==> config.mk <==
export PLATFORM = sky130hd
export DESIGN_NAME = hit_judge_controller
export DESIGN_NICKNAME = d
export VERILOG_FILES = /design/src/rtl/hit_judge_controller_pkg.sv /design/src/rtl/rise_edge_detect.sv /design/src/rtl/hit_judge_controller.sv
export SDC_FILE = /design/constraint.sdc
export NUM_CORES = 1
export LEC_CHECK = 0
export BUFFER_PORTS_ARGS = -buffer_cell sky130_fd_sc_hd__buf_2
export CAP_MARGIN = 20
export CORE_ASPECT_RATIO = 1.1
export CORE_UTILIZATION = 50
export CTS_CLUSTER_SIZE = 40
export DETAILED_ROUTE_END_ITERATION = 6
export GPL_TIMING_DRIVEN = 0
export PLACE_DENSITY_LB_ADDON = 0.1
export REMOVE_ABC_BUFFERS = 1
export SLEW_MARGIN = 10
export SYNTH_ARGS = -nofsm -noshare
export SYNTH_HDL_FRONTEND = slang
export SYNTH_SLANG_ARGS = --single-unit
==> constraint.sdc <==
create_clock -name clk -period 2.4 [get_ports clk]
set_input_delay 0.48 -clock clk [delete_from_list [all_inputs] [get_ports clk]]
set_output_delay 0.48 -clock clk [all_outputs]
set_load 0.01 [all_outputs]
==> src/rtl/hit_judge_controller_pkg.sv <==
`default_nettype none
// ============================================================================
//  Module   : hit_judge_controller_pkg
//  Purpose  : Shared judge codes, FSM state encoding and note-kind constants
//             for the drum hit judge controller.
//  Revision : 1.0 - initial release
// ============================================================================
package hit_judge_controller_pkg;

   // Result codes reported on the judge output
   localparam logic [1:0] JUDGE_NONE  = 2'b00;
   localparam logic [1:0] JUDGE_GOOD  = 2'b01;
   localparam logic [1:0] JUDGE_MISS  = 2'b10;
   localparam logic [1:0] JUDGE_WRONG = 2'b11;

   // Note kinds as carried on note_kind
   localparam logic KIND_DON = 1'b0;
   localparam logic KIND_KA  = 1'b1;

   // Controller states; resolution states last exactly one cycle
   typedef enum logic [2:0] {
      ST_IDLE  = 3'd0,
      ST_ARMED = 3'd1,
      ST_GOOD  = 3'd2,
      ST_WRONG = 3'd3,
      ST_MISS  = 3'd4
   } state_t;

endpackage : hit_judge_controller_pkg
`default_nettype wire

==> src/rtl/rise_edge_detect.sv <==
`default_nettype none
// ============================================================================
//  Module   : rise_edge_detect
//  Purpose  : 1-bit rising-edge detector; a held level never re-triggers.
//  Revision : 1.0 - initial release
// ============================================================================
module rise_edge_detect (
   input  logic clk,
   input  logic reset,
   input  logic din,
   output logic rise
);

   logic r_din_q;

   // Previous sample of the (already synchronised) input level
   always_ff @(posedge clk or posedge reset) begin
      if (reset) r_din_q <= 1'b0;
      else       r_din_q <= din;
   end

   assign rise = din & ~r_din_q;

endmodule : rise_edge_detect
`default_nettype wire

==> src/rtl/hit_judge_controller.sv <==
`default_nettype none
// ============================================================================
//  Module   : hit_judge_controller
//  Purpose  : Opens a timing window per note at the hit line, judges don/ka
//             presses as good/wrong/miss, pulses the score counter and keeps
//             a saturating combo count.
//  Revision : 1.0 - initial release
// ============================================================================
module hit_judge_controller
   import hit_judge_controller_pkg::*;
#(
   parameter int WINDOW  = 4,
   parameter int COMBO_W = 8
) (
   input  logic               clk,
   input  logic               reset,
   input  logic               tick,
   input  logic               note_valid,
   input  logic               note_kind,
   input  logic               don_btn,
   input  logic               ka_btn,
   output logic               increase_score,
   output logic               decrease_score,
   output logic [COMBO_W-1:0] combo,
   output logic [1:0]         judge,
   output logic               busy
);

   localparam logic [3:0]         c_WINDOW    = 4'(WINDOW);
   localparam logic [COMBO_W-1:0] c_COMBO_MAX = {COMBO_W{1'b1}};

   // Registered state
   state_t             r_state;
   logic               r_cur_kind;
   logic [3:0]         r_win_cnt;
   logic               r_pend_valid;
   logic               r_pend_kind;
   logic               r_cur_loaded;   // current slot already refilled during a forced shift
   logic [COMBO_W-1:0] r_combo;
   logic [1:0]         r_judge;

   // Next-state values
   state_t             w_state;
   logic               w_cur_kind;
   logic [3:0]         w_win_cnt;
   logic               w_pend_valid;
   logic               w_pend_kind;
   logic               w_cur_loaded;
   logic [COMBO_W-1:0] w_combo;
   logic [1:0]         w_judge;

   logic w_don_rise;
   logic w_ka_rise;
   logic w_arrival;
   logic w_press_kind;

   rise_edge_detect u_don_edge (
      .clk   (clk),
      .reset (reset),
      .din   (don_btn),
      .rise  (w_don_rise)
   );

   rise_edge_detect u_ka_edge (
      .clk   (clk),
      .reset (reset),
      .din   (ka_btn),
      .rise  (w_ka_rise)
   );

   assign w_arrival    = tick & note_valid;
   assign w_press_kind = w_don_rise ? KIND_DON : KIND_KA;

   // Next-state, note queue and score bookkeeping
   always_comb begin
      w_state      = r_state;
      w_cur_kind   = r_cur_kind;
      w_win_cnt    = r_win_cnt;
      w_pend_valid = r_pend_valid;
      w_pend_kind  = r_pend_kind;
      w_cur_loaded = r_cur_loaded;
      w_combo      = r_combo;
      w_judge      = r_judge;

      case (r_state)
         ST_IDLE: begin
            // Presses here have nothing to judge and are ignored
            if (w_arrival) begin
               w_state    = ST_ARMED;
               w_cur_kind = note_kind;
               w_win_cnt  = c_WINDOW;
            end
         end

         ST_ARMED: begin
            if (w_don_rise && w_ka_rise) begin
               w_state = ST_WRONG;
            end else if (w_don_rise || w_ka_rise) begin
               w_state = (w_press_kind == r_cur_kind) ? ST_GOOD : ST_WRONG;
            end else if (w_arrival && r_pend_valid) begin
               // Queue overflow: the current note is given up
               w_state = ST_MISS;
            end else if (tick) begin
               if (r_win_cnt == 4'd1) w_state   = ST_MISS;
               else                   w_win_cnt = r_win_cnt - 4'd1;
            end

            // A note arriving with the pending slot full shifts the queue:
            // current is being resolved this cycle, so it takes the oldest
            // waiting note and the newest one becomes pending.
            if (w_arrival) begin
               if (r_pend_valid) begin
                  w_cur_kind   = r_pend_kind;
                  w_pend_kind  = note_kind;
                  w_cur_loaded = 1'b1;
               end else begin
                  w_pend_valid = 1'b1;
                  w_pend_kind  = note_kind;
               end
            end
         end

         ST_GOOD, ST_WRONG, ST_MISS: begin
            w_win_cnt = c_WINDOW;
            if (r_cur_loaded) begin
               // Current already holds the next note; a new arrival
               // replaces the waiting one
               w_state      = ST_ARMED;
               w_cur_loaded = 1'b0;
               if (w_arrival) begin
                  w_pend_valid = 1'b1;
                  w_pend_kind  = note_kind;
               end
            end else if (r_pend_valid) begin
               w_state    = ST_ARMED;
               w_cur_kind = r_pend_kind;
               if (w_arrival) w_pend_kind  = note_kind;
               else           w_pend_valid = 1'b0;
            end else if (w_arrival) begin
               w_state    = ST_ARMED;
               w_cur_kind = note_kind;
            end else begin
               w_state = ST_IDLE;
            end
         end

         default: w_state = ST_IDLE;
      endcase

      // Combo and judge change on entry to a resolution state so they are
      // visible alongside the score pulse
      if (r_state == ST_ARMED) begin
         case (w_state)
            ST_GOOD: begin
               w_judge = JUDGE_GOOD;
               if (r_combo != c_COMBO_MAX) w_combo = r_combo + 1'b1;
            end
            ST_WRONG: begin
               w_judge = JUDGE_WRONG;
               w_combo = '0;
            end
            ST_MISS: begin
               w_judge = JUDGE_MISS;
               w_combo = '0;
            end
            default: ;
         endcase
      end
   end

   // State register
   always_ff @(posedge clk or posedge reset) begin
      if (reset) begin
         r_state      <= ST_IDLE;
         r_cur_kind   <= KIND_DON;
         r_win_cnt    <= 4'd0;
         r_pend_valid <= 1'b0;
         r_pend_kind  <= KIND_DON;
         r_cur_loaded <= 1'b0;
         r_combo      <= '0;
         r_judge      <= JUDGE_NONE;
      end else begin
         r_state      <= w_state;
         r_cur_kind   <= w_cur_kind;
         r_win_cnt    <= w_win_cnt;
         r_pend_valid <= w_pend_valid;
         r_pend_kind  <= w_pend_kind;
         r_cur_loaded <= w_cur_loaded;
         r_combo      <= w_combo;
         r_judge      <= w_judge;
      end
   end

   assign increase_score = (r_state == ST_GOOD);
   assign decrease_score = (r_state == ST_WRONG) || (r_state == ST_MISS);
   assign busy           = (r_state != ST_IDLE);
   assign combo          = r_combo;
   assign judge          = r_judge;

endmodule : hit_judge_controller
`default_nettype wire

# Word-level counts from Yosys, hierarchy flattened
# Cells that the tools add are included.
[word_totals] input_bits=7 wordCells=96 output_inout_bits=13 ff_bits=23
[classes] n_bitwise=5 eq_ne=21 reduce_logical=18 n_addsub=2 muxes=40
[op_table] op="4-bit 2-to-1 mux" n=6
[op_table] op="2-bit != test, second input constant" n=10
[op_table] op="1-bit 2-to-1 mux" n=19
[op_table] op="3-bit 2-to-1 mux" n=6
[op_table] op="8-bit case mux with 2 select lines" n=1
[op_table] op="3-bit by 2-bit == test with 1-bit output, second input constant" n=4
[op_table] op="4-bit case mux with 3 select lines" n=1
[op_table] op="3-bit case mux with 3 select lines" n=1
[op_table] op="3-bit nonzero test" n=3
[op_table] op="8-bit by 1-bit adder with 8-bit output, second input constant" n=1
[op_table] op="8-bit 2-to-1 mux" n=1
[op_table] op="8-bit != test, second input constant" n=1
[op_table] op="7-bit AND reduction" n=1
[op_table] op="3-bit == test, second input constant" n=2
[op_table] op="1-bit case mux with 2 select lines" n=3
[op_table] op="2-bit case mux with 3 select lines" n=1
[op_table] op="3-bit AND reduction" n=2
[op_table] op="4-bit by 1-bit == test with 1-bit output, second input constant" n=1
[op_table] op="2-bit AND reduction" n=2
[op_table] op="4-bit AND reduction" n=1
[op_table] op="2-bit nonzero test" n=2
[op_table] op="4-bit by 1-bit subtractor with 4-bit output, second input constant" n=1
[op_table] op="1-bit bitwise AND" n=3
[op_table] op="3-bit by 1-bit == test with 1-bit output, second input constant" n=1
[op_table] op="other kinds (9)" n=12

# Longest topological paths before layout
# Gate-level depths: netlist of the first run.
[logic_depth] word_depth=12 ltp_mapped=8 mapped_depth_nobuf=7

# Hierarchy
# From an unflattened synthesis of the first run, not the netlist that was laid out.
[unflattened] cells_unflattened=156 area_unflattened_um2=1405.1
[by_module_without_submodules] module="hit_judge_controller" seq_area_each_um2=525.5 area_per_inst_um2=1320.0 cells_per_inst=150 instances=1
[by_module_without_submodules] module="rise_edge_detect" seq_area_each_um2=25.0 area_per_inst_um2=42.5 cells_per_inst=3 instances=2

# Worst setup path after synthesis of the first run
# OpenSTA, ideal clock, no wires.
[synth_path] kind="reg2reg" start="register r_win_cnt[0]" end="register r_combo[2], in the netlist combo[2]" arrival_ps=1968 stages_incl_launch_ff=7 n_path_buf=0 setup_time_ps=101 required_ps=2299 period_less_slack_ps=2069 slack_ps=331 path_cell_list="dfrtp_1 -> ha_1 -> and4bb_4 -> o311ai_4 -> a2111oi_2 -> or4b_1 -> o311ai_2"
[synth_via] elab_chain_len=11 word_cells_on_any_way=15 classes_between="5 x eq/ne; 7 x mux; 3 x reduce/logical"
[synth_lines] element="start, declared" line_no="hit_judge_controller.sv:35" text="logic [3:0] r_win_cnt;"
[synth_lines] element="start signal, assigned" line_no="hit_judge_controller.sv:185" text="r_win_cnt <= w_win_cnt;"
[synth_lines] element="4-bit by 1-bit == test with 1-bit output (*)" line_no="hit_judge_controller.sv:104" text="if (r_win_cnt == 4'd1) w_state = ST_MISS;"
[synth_lines] element="3-bit 2-to-1 mux (*)" line_no="hit_judge_controller.sv:104"
[synth_lines] element="3-bit 2-to-1 mux (*)" line_no="hit_judge_controller.sv:103" text="end else if (tick) begin"
[synth_lines] element="3-bit 2-to-1 mux (*)" line_no="hit_judge_controller.sv:100" text="end else if (w_arrival && r_pend_valid) begin"
[synth_lines] element="3-bit 2-to-1 mux (*)" line_no="hit_judge_controller.sv:98" text="end else if (w_don_rise || w_ka_rise) begin"
[synth_lines] element="3-bit 2-to-1 mux (*)" line_no="hit_judge_controller.sv:96" text="if (w_don_rise && w_ka_rise) begin"
[synth_lines] element="3-bit case mux with 3 select lines (*)" line_no="hit_judge_controller.sv:85" text="case (r_state)"
[synth_lines] element="3-bit == test or 3-bit by 2-bit == test with 1-bit output (tied branches)" line_no="hit_judge_controller.sv:153" text="case (w_state)"
[synth_lines] element="2-bit OR reduction (no line)"
[synth_lines] element="2-bit nonzero test (no line)"
[synth_lines] element="3-bit AND reduction (no line)"
[synth_lines] element="end signal, assigned" line_no="hit_judge_controller.sv:189" text="r_combo <= w_combo;"
[synth_lines] element="end, declared" line_no="hit_judge_controller.sv:39" text="logic [COMBO_W-1:0] r_combo;"
# Mark *: on every way between the ends. The rest lies on a longest branch, timed or not.
# A chain may end at the register's enable or synchronous reset.

# Worst setup path in the final report of the first run
# Ends and elaborated chain as after synthesis.

==> metrics list, run 1 <==
- TritonCTS clock tree: done
* Vias in the first global route: approximately 1100
- The tree is rooted in a clkbuf_4.
* Part of the cycle the worst path needs: 0.944
- I/O pin total: 20
* Pleak: just under 0.7 nW
- Count of input and output buffers: 19
- Combinational family with the most area after synthesis: compound AO/OA/AOI/OAI gates
- The average instance in the mapped netlist occupies between 9 and 10 um^2.
- Num rows: 19
* Worst Setup End Kind: flip-flop
- Clock insertion delay at the later pin of the skew report: about 300 ps
- Floorplan die width: about 53 um
- Summed over all instances, the cell type with the most area after synthesis is dfrtp_1.
* Fraction of registers with async set/reset: 1.00
- Final core occ: 0.614
* Placed insts: about 200
- Number of synthesis warnings: 0
- No sink is reached through more buffers than the 2 on the longest clock path.
- Area Growth Syn to Fin: 13.1%
- Sort of element at the start of the critical path: flip-flop
- Worst setup slack after layout: about 130 ps
- The critical path is of the reg -> reg type.
* Per-cell routed wire length: 14.7 um
- The routed design uses approximately 70 um of met3 wire.
- The floorplan step defined a die boundary enclosing 3030 um^2.
- The library cell used most frequently in the layout, excluding fill and tap cells, is dfrtp_1.
- The floorplan step defined a core boundary enclosing 2590 um^2.
- Critical Path RT: 2610 ps
- Entering global routing, the biggest net connects 24 pins.
- Dpl hpwl: between 2000 and 2500 um
- Number of antenna violations at the first check in global routing: 0
* Area of the mapped netlist: 1410 um^2
- Clock Sinks: 23
- Of the total synthesized cell area, the portion taken by XOR and XNOR cells is 0.0125.
- The signal on the critical path passes through ha_1 > and4bb_4 > o311ai_4 > a2111oi_4 > or4b_4 > o311ai_2.
- Hold WC Path Type: in -> reg
* Detailed Route Iter0 Violations: 36
- Among all stages on the critical path, the largest delay is contributed by or4b_4.
- Mux share of post-synthesis cell area: 0.0231
* Dpl ws: -229 ps
- Of the total synthesized cell area, the portion taken by AND, OR, NAND and NOR gates is 0.227.
- The hold violation count in the final report came to 0.
- Summed over all layers, the global routing overflow is 0.
- In the routed layout, each cell is associated on average with a via count of roughly 6.0.
* RSZ-0062 raised after global routing: false
- Share of layout cells above drive strength 1: 0.225
- Drc violations: 0
* Max-cap violation count: 0
- Across the routed clock network, the largest skew measured is between 6 and 7 ps.
- Signal routing reaches up to met4.
* # setup viols final: 0
* Routed length on met1: about 1300 um
- In this run, synthesis produced a sequential element count of 23.
- After clock tree synthesis, the clock-pin slew on the worst setup and hold paths is ~120 ps.
- The flow ran to the end, and the final reports show no timing, DRC or antenna violations.
- Maximum single-stage delay on the critical path: about 540 ps
- Dividing total power by cell area gives a power density of between 900 and 1000 nW/um^2.
* Pre-Repair DR Iteration Count: 4
- For this run, the register share of the synthesized area comes to 0.409.
- Total power after layout: 1.44 mW
* H-tree levels: 1
- Leaving out fill and tap cells, the most frequent cells in the layout are 22 x dfrtp_1, 19 x buf_2, 13 x inv_1.
* Amount of wire on met2 after detailed routing: approximately 1600 um
* Area share of fa/ha/maj cells after synthesis: 0.0267
* Worst rel slew slack: 0.414
- Final wirelength: around 3000 um
- Antenna diode count: 0
- Yosys attributes the largest share of cell area to dfrtp_1 41%, a21oi_1 4.3%, o21ai_0 4.3%, o311ai_4 3.7%, inv_1 3.5%.
- Distinct cell type count after synthesis: 40
- In the synthesized netlist the dominant register cell turns out to be dfrtp_1.
- Number of enable flip-flop cells after synthesis: 0
- Die extent in y: ~58 um
- The routed layout has ~1200 vias.
- The finished layout holds 204 standard cells, fillers aside.
* Number of instances in the synthesized netlist: 150
- For this configuration, the core starts out at a cell density of 0.543.
* Share of the synthesized area in the top cell type: 0.409
- Final GP Congestion: approximately 0.78
- In the global route stage, overall resource usage came out at 0.231.
* Worst Path Arrival: between 2000 and 2500 ps
- For this design, the CTS-stage hold fixing added 0 buffers.
* Max Fanout on Critical Path: 10
* Fmax: 441 MHz
* Number of nets still failing antenna checks after routing: 0
- VDD sags by at most 724 uV.
- Cts bufs inserted: 3
- Transition time at the pin with the least slew margin: ~900 ps
- The tightest hold path in the finished design has a slack of just under 300 ps.
- Final min period: approximately 2300 ps
- Max Transition Viols Final: 0
- Final-stage net count: around 180
- The first global-routing pass estimated 5220 um of wire.
- The post-synthesis compound-gate area fraction is 0.250.
==> sequential cells by signal (all words and copies together), names as in the netlist <==
register	count
r_pend_valid	1
r_cur_kind	1
r_pend_kind	1
r_win_cnt	4
u_ka_edge.r_din_q	1
judge	2
combo	8
r_cur_loaded	1
r_state	3
u_don_edge.r_din_q	1
==> routing by layer <==
layer / global-route usage / up-vias
li1: - / 607
met1: 0.307 / 599
met2: 0.382 / 20
met3: 0.0289 / 5
met4: 0.0865 / 0
met5: 0 / -
==> per-stage QoR <==
step	setup TNS [ps]	instance area, um^2
after floorplan	0	1380
after global placement	-1160	1520
after detailed placement	-1410	1520
after CTS	0	1560
after global routing	0	1590
final	0	1590
==> synth_stat cells, drive strengths merged, types with 3 or more instances <==
| cell type | n |
|---|---|
| dfrtp | 23 |
| inv | 13 |
| a21oi | 12 |
| o21ai | 12 |
| nand2 | 11 |
| nor2 | 10 |
| nand2b | 6 |
| nand3 | 6 |
| o31ai | 5 |
| nor3 | 4 |
| or4 | 4 |
| ha | 3 |
| o211ai | 3 |
| o22ai | 3 |
| o311ai | 3 |
| or3 | 3 |
==> final cells by class <==
class / count / area (um^2)
multi-input cells: 110 / 774
repair buffers: 23 / 125
fillers: 245 / 1000
flip-flops and latches: 23 / 577
inverters: 13 / 48.8
clock buffers: 4 / 26.3
well taps: 31 / 38.8
==> cells by family after synthesis <==
| kind of cell | after synthesis |
|---|---|
| and+or+nand+nor | 55 |
| AOI/OAI and AO/OA | 47 |
| DFF | 23 |
| buffers and inverters | 17 |
| muxes | 3 |
| adders and majority gates | 3 |
| xor gates and xnor gates | 2 |
==> report_power, final <==
group	switching, mW	internal, mW	total (mW)
combinational	0.360	0.284	0.644
sequential	0.134	0.489	0.623
clock	0.111	0.0648	0.176
total	0.605	0.838	1.44
==> critical path, delay by kind of cell, from the launching register on <==
family | cells | cell delay (ps)
flip-flops | 1 | 440
AND/OR/NAND/NOR | 2 | 760
adder cells (fa/ha/maj) | 1 | 220
AO/OA/AOI/OAI | 3 | 740
==> worst paths after layout <==
kind / cells past startpoint / slack, ps / endpoint / start
min in group asynchronous: 2 / 340 / combo[4] / reset
max in group asynchronous: 2 / 1470 / r_state[1] / reset
worst min register to register: 2 / 490 / judge[0] / judge[0]
worst max register to register: 6 / 130 / combo[2] / r_win_cnt[0]
worst min-delay path: 1 / 290 / u_ka_edge.r_din_q / ka_btn
worst max-delay path: 6 / 130 / combo[2] / r_win_cnt[0]
==> what timing repair did <==
action / 4_1_cts / 5_1_grt
pin swaps: 0 / 1
buffers inserted: 0 / 3
gates resized for setup: 2 / 3
cloned: 0 / 0
endpoints found under the setup margin: 8 / 8
Power figures use the tool's default switching activity.
==> run 2: changes to the inputs <==
Settings changed: PLACE_DENSITY from default to 0.71, PLACE_DENSITY_LB_ADDON 0.1 to default, SETUP_SLACK_MARGIN from default to 0.15.
==> run 2 against run 1 <==
  * Utilization is 2.9 points higher
  * Sequential share of layout area is 1.6 points lower
  * Critical path type unchanged
  * Design area is 4.7% higher
  * Clock skew is 2.4 ps lower
  * Register-to-register slack better by 40 ps
  * Setup slack better by 38 ps
  * Highest routed layer unchanged
  * Via count is 5.8% higher
==> metrics list, run 2 (synthesized netlist as in run 1, its figures left out) <==
- TritonCTS built the clock tree.
* Drc violations: 0 (unchanged)
* Final GP Congestion: 0.806 (+3.2%)
- Final core occ: 0.643 (+0.0290)
- Antenna diode count: 0 (unchanged)
* Fmax: 449 MHz (+1.7%)
- The total of fill cells in the finished design is 223 (-9.0%).
- The final critical-path required period is 2230 ps (-38.5 ps).
* Buffer levels on the longest clock path: 2 (unchanged)
* Placed instance area: 1520 um^2 (unchanged)
* Max FFs per register: 8 (unchanged)
- The clock latency on the worst-skew pair is 320 ps (+20 ps).
- The number of H-tree levels was 1 (unchanged).
- Post-route insts no fill: 208 (+2.0%)
- The global route total overflow came to 0 (unchanged).
- Worst setup slack after layout: 173 ps (+38.5 ps)
* Worst hold margin: 279 ps (-13.9 ps)
- The height of the chip is 57.6 um (unchanged).
* Max-cap violation count: 0 (unchanged)
- I/O pin total: 20 (unchanged)
* Clock Skews: 3.62 ps (-2.44 ps)
* Num rows: 19 (unchanged)
- Share of layout cells above drive strength 1: 0.305 (+0.0797)
* Most common cell after layout, fill and taps aside: dfrtp_1
- The number of buffers added by the clock tree synthesis step came to 3 (unchanged).
- Setup repair after global routing could not meet its margin everywhere.
- The iteration count of the initial detailed-routing pass came to 4 (unchanged).
- Critical Path RT: 2620 ps (about the same)
- The worst setup path is captured at a flip-flop.
- Floorplan core area: 2590 um^2 (unchanged)
- Count of input and output buffers: 19 (unchanged)
- The die width was 52.6 um (unchanged).
- The count of vias placed by the detailed router came to 1303 (+5.8%).
- Sort of element at the start of the critical path: flip-flop
- The critical-path maximum fanout was 6 (-4).
- The power density over the cells came to 914 nW/um^2 (+0.78%).
* Final-stage net count: 188 (+2.2%)
* Combined global-route utilization of all metal layers: 0.237 (+0.00558)
* Final hold vios: 0 (unchanged)
- The remaining antenna violation count after routing is 0 (unchanged).
- The starting DRC count in detailed routing is 33 (-8.3%).
- The area growth from synthesis to layout is 18.4%.
* # setup viols final: 0 (unchanged)
- The final number of max-transition violations was 0 (unchanged).
- The initial antenna violation count came to 0 (unchanged).
- IR drop worst, VDD: 612 uV (-15%)
- The post-placement worst setup slack was -235 ps (-6.37 ps).
- Root buf cell: clkbuf_4
* Worst rel slew slack: 0.421 (+0.00622)
- Total power after layout: 1.52 mW (+5.5%)
- The measured slew at the worst slew-check pin was 868 ps (-9.32 ps).
* Most used cells in the layout excluding fill and tap cells: 21 x dfrtp_1, 19 x buf_2, 13 x inv_1
- The total half-perimeter wirelength after legalization and detailed placement is 2270 um (+2.6%).
* Pleak: 0.715 nW (+3.3%)
- The data arrival time at the worst-slack endpoint came to 2450 ps (-30 ps).
- Via/cell ratio: 6.26 (+3.8%)
- The clock-pin slew on the worst setup and hold paths came to 130 ps (about the same).
* Die area: 3030 um^2 (unchanged)
- Clock Sinks: 23 (unchanged)
- Starting utilization of the core area: 0.543 (unchanged)
- Part of the cycle the worst path needs: 0.928 (-0.0160)
* Final wirelength: 3230 um (+8.2%)
* Per-cell routed wire length: 15.5 um (+6.1%)
* Critical path type: reg -> reg
- Result of the run: finished clean
- The number of cells after detailed placement came to 197 (unchanged).
- The path class of the tightest hold or removal check is in -> reg.
- Wire length of the first global-routing pass: 5440 um (+4.1%)
- Post-route cell area: 1670 um^2 (+4.7%)
- Vias in the first global route: 1226 (+8.0%)
- The largest net degree at the start of global routing came to 24 (unchanged).
- Sum Neg Setup Slack: 0 ps (unchanged)
* Post-cts hold buffer count: 0 (unchanged)
## run 2: worst paths after layout
path,startpoint,slack [ps],depth (start not counted),to
worst max-delay path,r_win_cnt[1],170,7,combo[2]
worst max register to register,r_win_cnt[1],170,7,combo[2]
worst min-delay path,don_btn,280,1,u_don_edge.r_din_q
max in group asynchronous,reset,1500,2,r_state[1]
min in group asynchronous,reset,320,2,combo[4]
worst min register to register,judge[0],500,2,judge[0]
## run 2: layer usage
| metal | track usage | wire length (um) | part of all wire | vias to the layer above |
|---|---|---|---|---|
| met5 | 0 | 0 | 0 | - |
| met4 | 0.0677 | 38 | 0.012 | 0 |
| met3 | 0.0341 | 131 | 0.041 | 9 |
| met2 | 0.418 | 1680 | 0.52 | 43 |
| met1 | 0.296 | 1380 | 0.43 | 640 |
| li1 | - | - | - | 611 |
## run 2: timing repair
item,4_1_cts,5_1_grt
pin swaps,1,4
resized for setup,4,12
endpoints found under the setup margin,8,8
buffers inserted,4,2
cloned,0,1
## run 2: power by group
group / internal, mW / switching, mW
logic: 0.320 / 0.398
clock network: 0.0652 / 0.122
registers: 0.490 / 0.128
## run 2: critical path: stages (launching register included)
cell and delay [ps]:
dfrtp_1 360, inv_1 70, ha_2 170, and4bb_4 220
o311ai_4 320, a2111oi_4 160, or4b_4 540, o311ai_2 270
## run 2: final cells by class
class	count	area [um^2]	area share
Timing Repair Buffer	27	159	0.0954
Multi-Input combinational cell	110	815	0.489
Inverter	13	48.8	0.0293
Tap cell	31	38.8	0.0233
Clock buffer	4	26.3	0.0158
Sequential cell	23	578	0.347
==> run 3: changes to the inputs <==
Settings changed: CTS_BUF_LIST from default to sky130_fd_sc_hd__clkbuf_8.
==> run 3 against run 2 <==
  * Power is 5.8% higher
  * Via count is 2.0% higher
  * Worst hold slack better by 58 ps
  * Critical endpoint is now combo[4]
  * Die area stayed put
  * Setup slack worse by 57 ps
  * Combinational power is 3.8% higher
  * Highest routed layer unchanged
  * Flip-flop and latch count stayed put
  * Sequential power is 2% higher
  * Clock power is 27% higher
==> metrics list, run 3 (synthesized netlist as in run 1, its figures left out) <==
- The number of failing setup endpoints in the final timing report is 0 (unchanged).
- Max-cap violation count: 0 (unchanged)
- Max Transition Viols Final: 0 (unchanged)
- The relative slew slack is 0.417 (-0.00328).
- Vias in the first global route: 1235 (+0.73%)
- Most common cell after layout, fill and taps aside: dfrtp_1
- Part of the cycle the worst path needs: 0.952 (+0.0237)
* Worst Setup End Kind: flip-flop
- Dpl hpwl: 2270 um (unchanged)
* Die area: 3030 um^2 (unchanged)
- The critical-path maximum fanout came to 8 (+2).
- The clock-pin slew on the worst setup and hold paths was 80 ps (-50 ps).
- The die width was 52.6 um (unchanged).
- Final wirelength: 3420 um (+5.7%)
* Total gr overflow: 0 (unchanged)
- The maximum frequency from static timing analysis was 438 MHz (-2.5%).
- Final min period: 2280 ps (+57.0 ps)
- The clock latency on the worst-skew pair is 270 ps (-50 ps).
- The remaining antenna violation count after routing came to 0 (unchanged).
- Drc violations: 0 (unchanged)
- Antenna diode count: 0 (unchanged)
- Sort of element at the start of the critical path: flip-flop
- TritonCTS built the clock tree.
- Cts bufs inserted: 3 (unchanged)
- H-tree levels: 1 (unchanged)
* Clock Sinks: 23 (unchanged)
* Placed instance area: 1520 um^2 (unchanged)
- Total power after layout: 1.61 mW (+5.8%)
- Result of the run: finished clean
* Transition time at the pin with the least slew margin: 873 ps (+4.92 ps)
- The post-layout net count is 195 (+3.7%).
- RSZ-0062 raised after global routing: true
- The cts-stage hold buffer count came to 0 (unchanged).
- Final hold vios: 0 (unchanged)
- Floorplan core area: 2590 um^2 (unchanged)
- Clock Skews: 5.52 ps (+1.90 ps)
* Buffer levels on the longest clock path: 2 (unchanged)
- The number of flip-flops in the largest register is 8 (unchanged).
- Via/cell ratio: 6.18 (-1.3%)
- Largest net degree at the start of global routing: 24 (unchanged)
- The global-route wire length before repair came to 5590 um (+2.8%).
- The weighted congestion reported at the end of routability-driven placement is 0.806 (unchanged).
- Starting utilization of the core area: 0.543 (unchanged)
* Worst setup slack after layout: 116 ps (-57.0 ps)
* Worst Path Arrival: 2420 ps (-30 ps)
- The critical path starts at r_pend_valid.
- Number of antenna violations at the first check in global routing: 0 (unchanged)
* Share of layout cells above drive strength 1: 0.342 (+0.0373)
* Num rows: 19 (unchanged)
* Per-cell routed wire length: 15.9 um (+2.3%)
- Hold WC Path Type: in -> reg
- Pre-Repair DR Iteration Count: 4 (unchanged)
* Root buf cell: clkbuf_8
- Detailed Route Iter0 Violations: 20 (-39%)
- Critical hold path startpoint: don_btn
- The peak supply drop was 672 uV (+9.7%).
- The leakage power was 0.769 nW (+7.5%).
- Post-route insts no fill: 215 (+3.4%)
* Critical Path RT: 2530 ps (-90 ps)
- The combined global-route utilization of all metal layers came to 0.244 (+0.00758).
- Count of input and output buffers: 19 (unchanged)
* Power density over the cells: 921 nW/um^2 (+0.72%)
- The post-placement worst setup slack is -235 ps (unchanged).
* Area Growth Syn to Fin: 24.4%
- The number of primary I/O pins is 20 (unchanged).
- Most used cells in the layout excluding fill and tap cells: 22 x dfrtp_1, 19 x buf_2, 14 x buf_4
- Vias post-DR: 1329 (+2.0%)
- The height of the chip is 57.6 um (unchanged).
* Post-route cell area: 1750 um^2 (+5.0%)
- Critical path type: reg -> reg
- The startpoint identified for the worst register-to-register timing path is r_pend_valid.
- Placed insts: 197 (unchanged)
==> run 3: changes by cell type in the layout (fill, tap and decap cells not counted), moves of 2 or more <==
cell      before  now
or4_1          3    1
buf_4          7   14
clkbuf_8       0    3
clkbuf_4       3    0
or4_4          1    3
==> run 3: final timing paths <==
check / endpoint / slack, ps / cells past startpoint
max: combo[4] / 120 / 7
min: u_don_edge.r_din_q / 340 / 1
max reg2reg: combo[4] / 120 / 7
min reg2reg: judge[0] / 500 / 2
max in group asynchronous: r_state[1] / 1420 / 2
min in group asynchronous: combo[4] / 380 / 2
==> run 3: timing repair <==
action | in CTS | in global routing
setup endpoints to repair | 8 | 8
setup buffers | 3 | 10
pin swaps | 2 | 7
cloned | 0 | 1
resized for setup | 4 | 15
==> run 3: area by class of cell <==
type                    instances  area [um^2]
repair buffers                 34          211
flip-flops and latches         23          577
inverters                      13         48.8
well taps                      31         38.8
fillers                       207          842
clock inverters                 1         3.75
multi-input cells             110          828
clock buffers                   3         41.3
==> run 3: report_power, final <==
part	switching (mW)	total (mW)	internal, mW
logic	0.408	0.745	0.337
clock network	0.123	0.238	0.114
registers	0.138	0.628	0.490
total	0.669	1.61	0.941
==> run 3: per-stage QoR <==
step | hold WS, ps | setup TNS, ps | util
finish | 337 | 0 | 0.675
global route | 335 | 0 | 0.675
CTS | 335 | 0 | 0.621
detailed placement | 467 | -1430 | 0.588
global placement | 460 | -902 | 0.585
floorplan | 480 | 0 | -
==> run 3: critical path, cell delays in order (launching register included) <==
cell	delay, ps
dfrtp_1	470
and3_2	310
o311ai_4	400
a2111oi_4	180
buf_4	180
buf_4	130
o31ai_1	380
a21oi_2	100
==> run 3: metal layers <==
layer	wire [um]	vias up	share of wire	track usage
met5	0	-	0	0
met4	81	0	0.024	0.0865
li1	-	625	-	-
met1	1450	647	0.43	0.304
met2	1740	46	0.51	0.427
met3	145	11	0.042	0.0315
